===== config.mk =====
export PLATFORM = sky130hd
export DESIGN_NAME = if_fetch_ctrl
export DESIGN_NICKNAME = d
export VERILOG_FILES = /design/src/rtl/if_pkg.sv /design/src/rtl/fetch_slot_buf.sv /design/src/rtl/if_fetch_ctrl.sv
export SDC_FILE = /design/constraint.sdc
export NUM_CORES = 1
export LEC_CHECK = 0
export CELL_PAD_IN_SITES_DETAIL_PLACEMENT = 0
export CELL_PAD_IN_SITES_GLOBAL_PLACEMENT = 1
export CORE_MARGIN = 4
export CORE_UTILIZATION = 47
export CTS_BUF_LIST = sky130_fd_sc_hd__clkbuf_4 sky130_fd_sc_hd__clkbuf_8 sky130_fd_sc_hd__clkbuf_16
export DETAILED_ROUTE_END_ITERATION = 7
export PLACE_DENSITY = 0.78
export SLEW_MARGIN = 20
export SYNTH_ARGS = -nofsm -noshare
export SYNTH_HDL_FRONTEND = slang
export SYNTH_SLANG_ARGS = --single-unit
export TNS_END_PERCENT = 50

===== constraint.sdc =====
create_clock -name clk_i -period 3 [get_ports clk_i]
set_clock_uncertainty 0.15 [all_clocks]
set_input_delay 0.6 -clock clk_i [delete_from_list [all_inputs] [get_ports clk_i]]
set_output_delay 0.6 -clock clk_i [all_outputs]
set_load 0.05 [all_outputs]

===== src/rtl/if_pkg.sv =====
// Shared types and constants for the IF-stage fetch controller.
// Slot record, the NOP filler instruction and the counter-width helper.
package if_pkg;

  localparam int unsigned SLOT_XLEN = 32;

  localparam logic [31:0] NOP_INSTR = 32'h0000_0013;

  typedef struct packed {
    logic [SLOT_XLEN-1:0] pc;
    logic [SLOT_XLEN-1:0] instr;
    logic                 filled;
  } fetch_slot_t;

  // Width needed to hold a count in 0..depth inclusive.
  function automatic int unsigned cnt_width(input int unsigned depth);
    return $clog2(depth + 1);
  endfunction

endpackage


===== src/rtl/fetch_slot_buf.sv =====
// Circular buffer pairing each fetch PC with its returned instruction.
// Separate alloc (tail), fill (oldest pending) and pop (head) pointers.
module fetch_slot_buf
  import if_pkg::*;
#(
  parameter int unsigned DATA_WIDTH = 32,
  parameter int unsigned DEPTH      = 4
) (
  input  logic                  clk_i,
  input  logic                  rst_ni,
  input  logic                  flush_i,
  input  logic                  alloc_i,
  input  logic [DATA_WIDTH-1:0] alloc_pc_i,
  input  logic                  fill_i,
  input  logic [DATA_WIDTH-1:0] fill_data_i,
  input  logic                  pop_i,
  output logic                  head_valid_o,
  output logic [DATA_WIDTH-1:0] head_pc_o,
  output logic [DATA_WIDTH-1:0] head_instr_o
);

  localparam int unsigned PtrW = (DEPTH > 1) ? $clog2(DEPTH) : 1;

  logic [DATA_WIDTH-1:0] r_pc    [DEPTH];
  logic [DATA_WIDTH-1:0] r_instr [DEPTH];
  logic [DEPTH-1:0]      r_filled;
  logic [DEPTH-1:0]      w_filled_d;
  logic [PtrW-1:0]       r_alloc_ptr;
  logic [PtrW-1:0]       r_fill_ptr;
  logic [PtrW-1:0]       r_pop_ptr;

  // Head and fill target never coincide: the head is only popped once filled,
  // and the fill pointer always addresses a pending slot.
  always_comb begin
    w_filled_d = r_filled;
    if (pop_i) begin
      w_filled_d[r_pop_ptr] = 1'b0;
    end
    if (fill_i) begin
      w_filled_d[r_fill_ptr] = 1'b1;
    end
  end

  always_ff @(posedge clk_i or negedge rst_ni) begin
    if (!rst_ni) begin
      for (int i = 0; i < DEPTH; i++) begin
        r_pc[i]    <= '0;
        r_instr[i] <= DATA_WIDTH'(NOP_INSTR);
      end
      r_filled    <= '0;
      r_alloc_ptr <= '0;
      r_fill_ptr  <= '0;
      r_pop_ptr   <= '0;
    end else if (flush_i) begin
      r_filled    <= '0;
      r_alloc_ptr <= '0;
      r_fill_ptr  <= '0;
      r_pop_ptr   <= '0;
    end else begin
      if (alloc_i) begin
        r_pc[r_alloc_ptr] <= alloc_pc_i;
        r_alloc_ptr       <= r_alloc_ptr + PtrW'(1);
      end
      if (fill_i) begin
        r_instr[r_fill_ptr] <= fill_data_i;
        r_fill_ptr          <= r_fill_ptr + PtrW'(1);
      end
      if (pop_i) begin
        r_pop_ptr <= r_pop_ptr + PtrW'(1);
      end
      r_filled <= w_filled_d;
    end
  end

  assign head_valid_o = r_filled[r_pop_ptr];
  assign head_pc_o    = r_pc[r_pop_ptr];
  assign head_instr_o = r_instr[r_pop_ptr];

endmodule


===== src/rtl/if_fetch_ctrl.sv =====
// IF-stage fetch controller: issues in-order imem requests, pairs responses
// with their PCs for ID, stalls the PC counter and kills wrong-path work.
module if_fetch_ctrl
  import if_pkg::*;
#(
  parameter int unsigned DATA_WIDTH = 32,
  parameter int unsigned DEPTH      = 4
) (
  input  logic                  clk_i,
  input  logic                  rst_ni,
  input  logic [DATA_WIDTH-1:0] pc_i,
  input  logic                  redirect_i,
  output logic                  stall_o,
  output logic                  imem_req_valid_o,
  input  logic                  imem_req_ready_i,
  output logic [DATA_WIDTH-1:0] imem_req_addr_o,
  input  logic                  imem_rsp_valid_i,
  input  logic [DATA_WIDTH-1:0] imem_rsp_data_i,
  output logic                  id_valid_o,
  input  logic                  id_ready_i,
  output logic [DATA_WIDTH-1:0] id_pc_o,
  output logic [DATA_WIDTH-1:0] id_instr_o
);

  localparam int unsigned CntW  = cnt_width(DEPTH);
  // Stale responses can outlive one flush, so the kill counter gets headroom.
  localparam int unsigned KillW = cnt_width(2 * DEPTH);
  localparam logic [CntW-1:0] DepthC = CntW'(DEPTH);

  logic              r_active;
  logic [CntW-1:0]   r_inflight;
  logic [CntW-1:0]   r_buffered;
  logic [KillW-1:0]  r_kill_cnt;
  logic [CntW-1:0]   w_inflight_d;
  logic [CntW-1:0]   w_buffered_d;
  logic [KillW-1:0]  w_kill_d;
  logic [KillW-1:0]  w_kill_sum;
  logic [CntW-1:0]   w_used;
  logic              w_req_fire;
  logic              w_rsp_fill;
  logic              w_rsp_kill;
  logic              w_pop;
  logic              w_head_valid;

  assign w_used = r_inflight + r_buffered;

  assign imem_req_valid_o = r_active && !redirect_i && (w_used < DepthC)
                            && ((r_kill_cnt == '0) || (w_used < DepthC));
  assign imem_req_addr_o  = pc_i;
  assign w_req_fire       = imem_req_valid_o && imem_req_ready_i;
  assign stall_o          = !w_req_fire;

  assign w_rsp_fill = imem_rsp_valid_i && (r_kill_cnt == '0) && !redirect_i;
  assign w_rsp_kill = imem_rsp_valid_i && (r_kill_cnt != '0);
  assign w_pop      = w_head_valid && id_ready_i && !redirect_i;
  assign w_kill_sum = r_kill_cnt + KillW'(r_inflight);

  always_comb begin
    w_inflight_d = r_inflight + CntW'(w_req_fire) - CntW'(w_rsp_fill);
    w_buffered_d = r_buffered + CntW'(w_rsp_fill) - CntW'(w_pop);
    w_kill_d     = r_kill_cnt - KillW'(w_rsp_kill);
    if (redirect_i) begin
      // Everything in flight becomes stale; a response landing now is dropped.
      w_inflight_d = '0;
      w_buffered_d = '0;
      w_kill_d     = w_kill_sum;
      if (imem_rsp_valid_i && (w_kill_sum != '0)) begin
        w_kill_d = w_kill_sum - KillW'(1);
      end
    end
  end

  always_ff @(posedge clk_i or negedge rst_ni) begin
    if (!rst_ni) begin
      r_active   <= 1'b0;
      r_inflight <= '0;
      r_buffered <= '0;
      r_kill_cnt <= '0;
    end else begin
      r_active   <= 1'b1;
      r_inflight <= w_inflight_d;
      r_buffered <= w_buffered_d;
      r_kill_cnt <= w_kill_d;
    end
  end

  fetch_slot_buf #(
    .DATA_WIDTH (DATA_WIDTH),
    .DEPTH      (DEPTH)
  ) u_slot_buf (
    .clk_i        (clk_i),
    .rst_ni       (rst_ni),
    .flush_i      (redirect_i),
    .alloc_i      (w_req_fire),
    .alloc_pc_i   (pc_i),
    .fill_i       (w_rsp_fill),
    .fill_data_i  (imem_rsp_data_i),
    .pop_i        (w_pop),
    .head_valid_o (w_head_valid),
    .head_pc_o    (id_pc_o),
    .head_instr_o (id_instr_o)
  );

  assign id_valid_o = w_head_valid;

endmodule

==> metrics.yaml, run 1 <==
status:
  status: "finished clean"
logic_synthesis:
  synth_area_um2: 12900
  async_flop_share: 1.00
  synth.avg_cell_area_um2: 16.1
  ys_ff_latch: 277
  synth_area_leaders: "dfrtp_1 (51%), mux2_2 (19%), mux4_2 (11%)"
  yosysSeqAreaShare: 0.537
  synth-edff-count: 0
  dominantRegCellSynth: "dfrtp_1"
  synth.top_cells.by_count: "dfrtp_1 (265), mux2_2 (215), mux4_2 (65), buf_4 (32), mux2_1 (32)"
  synth_top_area_frac: 0.512
  synth.most_common_cell: "dfrtp_1"
  synthCells: 804
  yosysUniqueCellTypes: 45
  yosysTopAreaCell: "dfrtp_1"
  yosysWarnings: 0
  syn_nets: 900
setup_path:
  reg2regPathDepth: 9
  required_ns: 2.25
  critPathMaxFanout: 7
  cp.arrival_ns: 2.17
  start_kind: "register"
  worstSetupPathType: "reg -> out"
  r2r_start: "u_slot_buf.r_pop_ptr[0]"
  rrSetupSlack_ns: 0.37
  critPathLaunch: "r_inflight[1]"
  r2r_end: "r_buffered[2]"
  endpoint: "imem_req_valid_o"
  cp-end-kind: "output pin"
placement:
  port_buffers: 168
  dpl.cell_count: 1260
  place_area_um2: 14600
  place_hpwl_um: 15700
  dpl_worst_slack_ns: 0.159
  place_congestion: 0.747
clock_tree:
  clkLatencyLatePin_ns: 0.54
  clock_sinks: 277
  clockBufferDepth: 3
  clk_pin_slew_ns: 0.06
  cts_tree: "done"
  htreeDepth: 1
  root_buffer: "clkbuf_16"
  cts-buffers-inserted: 30
final_layout:
  fill_cells: 2144
  post-route-cell-area_um2: 15700
  fin_cells: 1320
  fin_util: 0.581
  diodes: 0
  multi_input_area_um2: 5340
  register_area_um2: 6950
  syn2layout_area_growth_pct: 21.4
  nets: 1051
  drive_gt1_frac: 0.510
die:
  die_width_um: 174
  coreArea_um2: 27000
  fp.dieH_um: 174
  rows: 60
  ioPinCount: 169
  dieArea_um2: 30300
  initial_core_util: 0.479
grt:
  grt.total_usage: 0.171
  grt-ovfl-total: 0
  grt_max_degree: 79
  grt_pass1_vias: 7774
  antenna_found_initial: 0
  grt_pass1_wl_um: 42900
sta:
  holdWs_ns: 0.337
  post-route-period-util: 0.972
  worst_slack_ns: 0.0826
  hold_violations: 0
  slew_violations: 0
  setup-tns-final_ns: 0
  rsz0062_at_grt: "false"
  max-slew-margin-rel: 0.598
  max_freq_mhz: 343
  finalSetupViolCount: 0
  tightest_slew_ns: 0.595
  layout_min_cycle_time_ns: 2.92
routing:
  wl_met2_um: 12300
  drtPass1Iterations: 4
  drt-total-wl_um: 25500
  via_per_inst: 5.41
  dr.max_layer_used: "met4"
  drc: 0
  wl_met1_um: 11900
  ant_nets: 0
  drt-initial-drc-count: 327
  vias: 7143
  wire_per_inst_um: 19.4
  dr_wl_met3_um: 908
pwr:
  p_leak_nw: 7.51
  peakVddDrop_uv: 500
  p_total_mw: 12.9
  p_per_area_nw_per_um2: 823
hold_path:
  holdCritPathClass: "reg -> reg"
flow_run:
  maxCapViolations: 0
[layout by cell type, fill, tap and decap left out, types with 3 or more instances in the layout]
cell / synthesis / final
dfrtp_1: 265 / 263
mux2_2: 215 / 215
buf_4: 32 / 109
clkdlybuf4s50_1: 0 / 68
mux4_2: 65 / 65
mux2_1: 32 / 32
clkbuf_16: 0 / 31
ha_1: 23 / 23
inv_1: 18 / 18
buf_12: 0 / 14
dfstp_2: 12 / 12
nor2_1: 9 / 9
mux2_4: 9 / 9
nand2_1: 9 / 8
clkbuf_8: 0 / 8
clkbuf_4: 0 / 8
xnor2_1: 6 / 6
a21oi_1: 6 / 6
xor2_1: 5 / 5
clkinv_2: 0 / 5
and3_1: 4 / 4
a32o_1: 4 / 4
o21ai_0: 4 / 4
nand2_4: 4 / 4
nand3_2: 4 / 4
nand3_1: 4 / 4
nor2b_1: 3 / 3
fa_1: 3 / 3
[power by group]
group	switching [mW]	internal, mW
registers	0.369	4.43
clock network	1.45	2.34
logic	2.54	1.80
[final cells by class]
cell class | count | share of cell area
Clock buffer | 47 | 0.0602
Inverter | 18 | 0.00430
Multi-Input combinational cell | 432 | 0.340
Clock inverter | 9 | 0.00661
Timing Repair Buffer | 196 | 0.119
Tap cell | 341 | 0.0272
Sequential cell | 277 | 0.443
[registers in the layout (all words and copies together), names as in the netlist]
| signal | count |
|---|---|
| r_active | 1 |
| r_buffered | 3 |
| r_inflight | 3 |
| r_kill_cnt | 4 |
| u_slot_buf.r_alloc_ptr | 2 |
| u_slot_buf.r_fill_ptr | 2 |
| u_slot_buf.r_filled | 4 |
| u_slot_buf.r_instr | 128 |
| u_slot_buf.r_pc | 128 |
| u_slot_buf.r_pop_ptr | 2 |
[metal layers]
metal	up-vias	track usage
li1	3248	-
met1	3743	0.244
met2	120	0.285
met3	32	0.0270
met4	0	0.0317
met5	-	0
[worst max-delay path, stage by stage (launching register included)]
cell     delay (ns)
dfrtp_1        0.39
ha_1           0.33
a31oi_4        0.23
xnor2_2        0.16
buf_6          0.16
and3_2         0.21
buf_12         0.14
[worst min-delay path by stage]
stage | to | startpoint | depth (start not counted) | slack, ns
2_1_floorplan | r_active | rst_ni | 0 | 0.15
3_3_place_gp | u_slot_buf.r_instr[60] | u_slot_buf.r_instr[60] | 1 | 0.32
3_5_place_dp | u_slot_buf.r_instr[18] | u_slot_buf.r_instr[18] | 1 | 0.33
4_1_cts | u_slot_buf.r_instr[17] | u_slot_buf.r_instr[17] | 1 | 0.34
5_1_grt | u_slot_buf.r_instr[17] | u_slot_buf.r_instr[17] | 1 | 0.35
6_report | u_slot_buf.r_instr[14] | u_slot_buf.r_instr[14] | 1 | 0.34
[what timing repair did]
item                                    in CTS  in global routing
gates cloned                                 1                  0
hold endpoints to repair                    52                  0
pin swaps                                    0                  1
hold buffers                                 1                  0
resized for setup                            4                  1
endpoints found under the setup margin      65                  1
setup buffers                                0                  2
[cell families after synthesis]
family                   synth area share
other                            0.000290
adder cells (fa/ha/maj)            0.0269
XOR/XNOR                          0.00870
multiplexers                        0.338
AND/OR/NAND/NOR                    0.0231
flip-flops                          0.537
AO/OA/AOI/OAI                      0.0138
buffers and inverters              0.0520
Note: power is estimated with default switching activity, not from simulation.
==> run 2: changes to the inputs <==
--- a/config.mk
+++ b/config.mk
@@ -12,6 +12,7 @@
 export CTS_BUF_LIST = sky130_fd_sc_hd__clkbuf_4 sky130_fd_sc_hd__clkbuf_8 sky130_fd_sc_hd__clkbuf_16
 export DETAILED_ROUTE_END_ITERATION = 7
 export PLACE_DENSITY = 0.78
+export RECOVER_POWER = 25
 export SLEW_MARGIN = 20
 export SYNTH_ARGS = -nofsm -noshare
 export SYNTH_HDL_FRONTEND = slang
==> run 2 against run 1 <==
The flow now finishes with violations (max-capacitance violations, max-slew violations). Critical path depth unchanged. Power down 0.18%. Fmax about the same. Cell count unchanged. Sequential power about the same. Flip-flop and latch count unchanged. Global-route usage unchanged. Combinational power about the same. Via count about the same. Count of clock-buffer cells in the layout unchanged. Setup slack about the same. Critical path type unchanged. Largest cell class unchanged. Highest routed layer unchanged.
==> metrics.yaml, run 2 (same netlist as run 1, synthesis figures left out) <==
sta:
  post-route-period-util: 0.972
  finalSetupViolCount: 0
  rsz0062_at_grt: "false"
  hold_violations: 0
  max_freq_mhz: 343
  slew_violations: 56
  setup-tns-final_ns: 0
  max-slew-margin-rel: -0.0149
  layout_min_cycle_time_ns: 2.92
  tightest_slew_ns: 1.52
setup_path:
  crit_chain: "ha_1, a31oi_4, xnor2_2, buf_6, and3_2, buf_12"
  crit_path_max_incr_delay_ns: 0.39
  required_ns: 2.25
  worstSetupPathType: "reg -> out"
  path_buf_inv: 2
  cp.arrival_ns: 2.17
  critPathMaxFanout: 7
  path_delay_family: "flip-flops"
  cp-end-kind: "output pin"
  cp_slowest_cell: "dfrtp_1"
  start_kind: "register"
clock_tree:
  htreeDepth: 1
  clockBufferDepth: 3
  root_buffer: "clkbuf_16"
  clkLatencyLatePin_ns: 0.54
  clock_sinks: 277
  cts_tree: "done"
  cts-buffers-inserted: 30
  clk_pin_slew_ns: 0.06
final_layout:
  layout_commonest_cell: "dfrtp_1"
  diodes: 0
  nets: 1051
  drive_gt1_frac: 0.509
  mostFrequentLayoutCells: "dfrtp_1 (263), mux2_2 (215), buf_4 (108)"
  top_regs: "u_slot_buf.r_instr: 128 flops, u_slot_buf.r_pc: 128 flops"
  post-route-cell-area_um2: 15700
  syn2layout_area_growth_pct: 21.0
die:
  fp.dieH_um: 174
  initial_core_util: 0.479
  ioPinCount: 169
  dieArea_um2: 30300
  coreArea_um2: 27000
  rows: 60
  die_width_um: 174
routing:
  wire_per_inst_um: 19.4
  vias: 7136
  via_per_inst: 5.41
  ant_nets: 0
  drt-initial-drc-count: 326
  drt-total-wl_um: 25600
  drtPass1Iterations: 4
  drc: 0
placement:
  place_area_um2: 14600
  port_buffers: 168
  place_congestion: 0.747
  place_hpwl_um: 15700
pwr:
  pwr-share-comb: 0.336
  p_clk_frac: 0.293
  swShare: 0.337
  power.share.sequential: 0.371
  internal_power_mw: 8.55
  p_leak_nw: 7.50
  p_per_area_nw_per_um2: 823
  switchingPower_mw: 4.34
  peakVddDrop_uv: 500
grt:
  grt_pass1_vias: 7774
  grtUsageMet1: 0.244
  grt_util_met2: 0.285
  grt.total_usage: 0.171
  met3_usage: 0.0270
  antenna_found_initial: 0
  busiest_layer: "met2"
  grt_max_degree: 79
  grt-ovfl-total: 0
  grt_pass1_wl_um: 42900
status:
  status: "finished with violations"
  violations: "max-capacitance violations, max-slew violations"
flow_run:
  maxCapViolations: 1
hold_path:
  holdCritPathClass: "reg -> reg"
## run 2: worst register-to-register path: cells and delay by family (launching register included)
| family | cells | cell delay (ns) |
|---|---|---|
| xor gates and xnor gates | 1 | 0.16 |
| adders and majority gates | 3 | 0.76 |
| buffers and inverters | 3 | 0.17 |
| DFF | 1 | 0.43 |
| and+or+nand+nor | 3 | 1.03 |
## run 2: through the flow
| step | cells | hold WS [ns] | utilization | power, mW | setup WS [ns] |
|---|---|---|---|---|---|
| final | 1320 | 0.337 | 0.580 | 12.9 | 0.0827 |
| after global routing | 1320 | 0.347 | 0.580 | 13.5 | 0.00364 |
| after CTS | 1318 | 0.340 | 0.580 | 13.1 | 0.0224 |
| after detailed placement | 1260 | 0.326 | 0.539 | 9.21 | 0.159 |
| after global placement | 1260 | 0.318 | 0.539 | 9.14 | 0.187 |
| after floorplan | 804 | 0.154 | - | 7.93 | 0.0544 |
## run 2: power by group through the flow
stage          sequential [mW]  clock (mW)  combinational [mW]
6_report                  4.78        3.79                4.33
5_1_grt                   4.86        4.08                4.58
4_1_cts                   4.80        3.91                4.38
3_5_place_dp              4.85           0                4.36
3_3_place_gp              4.83           0                4.31
2_1_floorplan             4.73           0                3.21
## run 2: final timing paths
kind,start,to,slack [ns],depth (start not counted)
worst min-delay path,u_slot_buf.r_instr[14],u_slot_buf.r_instr[14],0.34,1
max in group asynchronous,rst_ni,u_slot_buf.r_pc[17],0.46,3
min in group asynchronous,rst_ni,u_slot_buf.r_pc[58],0.83,2
worst max-delay path,r_inflight[1],imem_req_valid_o,0.08,6
worst min register to register,u_slot_buf.r_instr[14],u_slot_buf.r_instr[14],0.34,1
worst max register to register,r_kill_cnt[1],r_buffered[2],0.20,10
## run 2: cell type report
| class | instances | area (um^2) |
|---|---|---|
| clock buffers | 47 | 946 |
| clock inverters | 9 | 104 |
| fillers | 2150 | 11400 |
| inverters | 18 | 67.6 |
| multi-input cells | 432 | 5330 |
| flip-flops and latches | 277 | 6950 |
| well taps | 341 | 427 |
| repair buffers | 196 | 1850 |
## run 2: what timing repair did
action / CTS / global route
hold buffers: 1 / 0
setup buffers: 0 / 2
pin swaps: 0 / 1
gates resized for setup: 4 / 1
endpoints found under the hold margin: 52 / 0
endpoints found under the setup margin: 65 / 1
gates cloned: 1 / 0
## run 2: layer usage
metal  vias up  routed length (um)
met5         -                   0
met2       126               12400
met3        32                 927
li1       3250                   -
met1      3728               11800
met4         0                 421
==> run 3: changes to the inputs <==
--- a/config.mk
+++ b/config.mk
@@ -5,11 +5,13 @@
 export SDC_FILE = /design/constraint.sdc
 export NUM_CORES = 1
 export LEC_CHECK = 0
+export CAP_MARGIN = 0
 export CELL_PAD_IN_SITES_DETAIL_PLACEMENT = 0
 export CELL_PAD_IN_SITES_GLOBAL_PLACEMENT = 1
 export CORE_MARGIN = 4
 export CORE_UTILIZATION = 47
 export CTS_BUF_LIST = sky130_fd_sc_hd__clkbuf_4 sky130_fd_sc_hd__clkbuf_8 sky130_fd_sc_hd__clkbuf_16
+export CTS_CLUSTER_DIAMETER = 200
 export DETAILED_ROUTE_END_ITERATION = 7
 export PLACE_DENSITY = 0.78
 export RECOVER_POWER = 25
==> results of run 3 <==
Same layout as run 2: the final DEF is identical, and so are final timing and power.
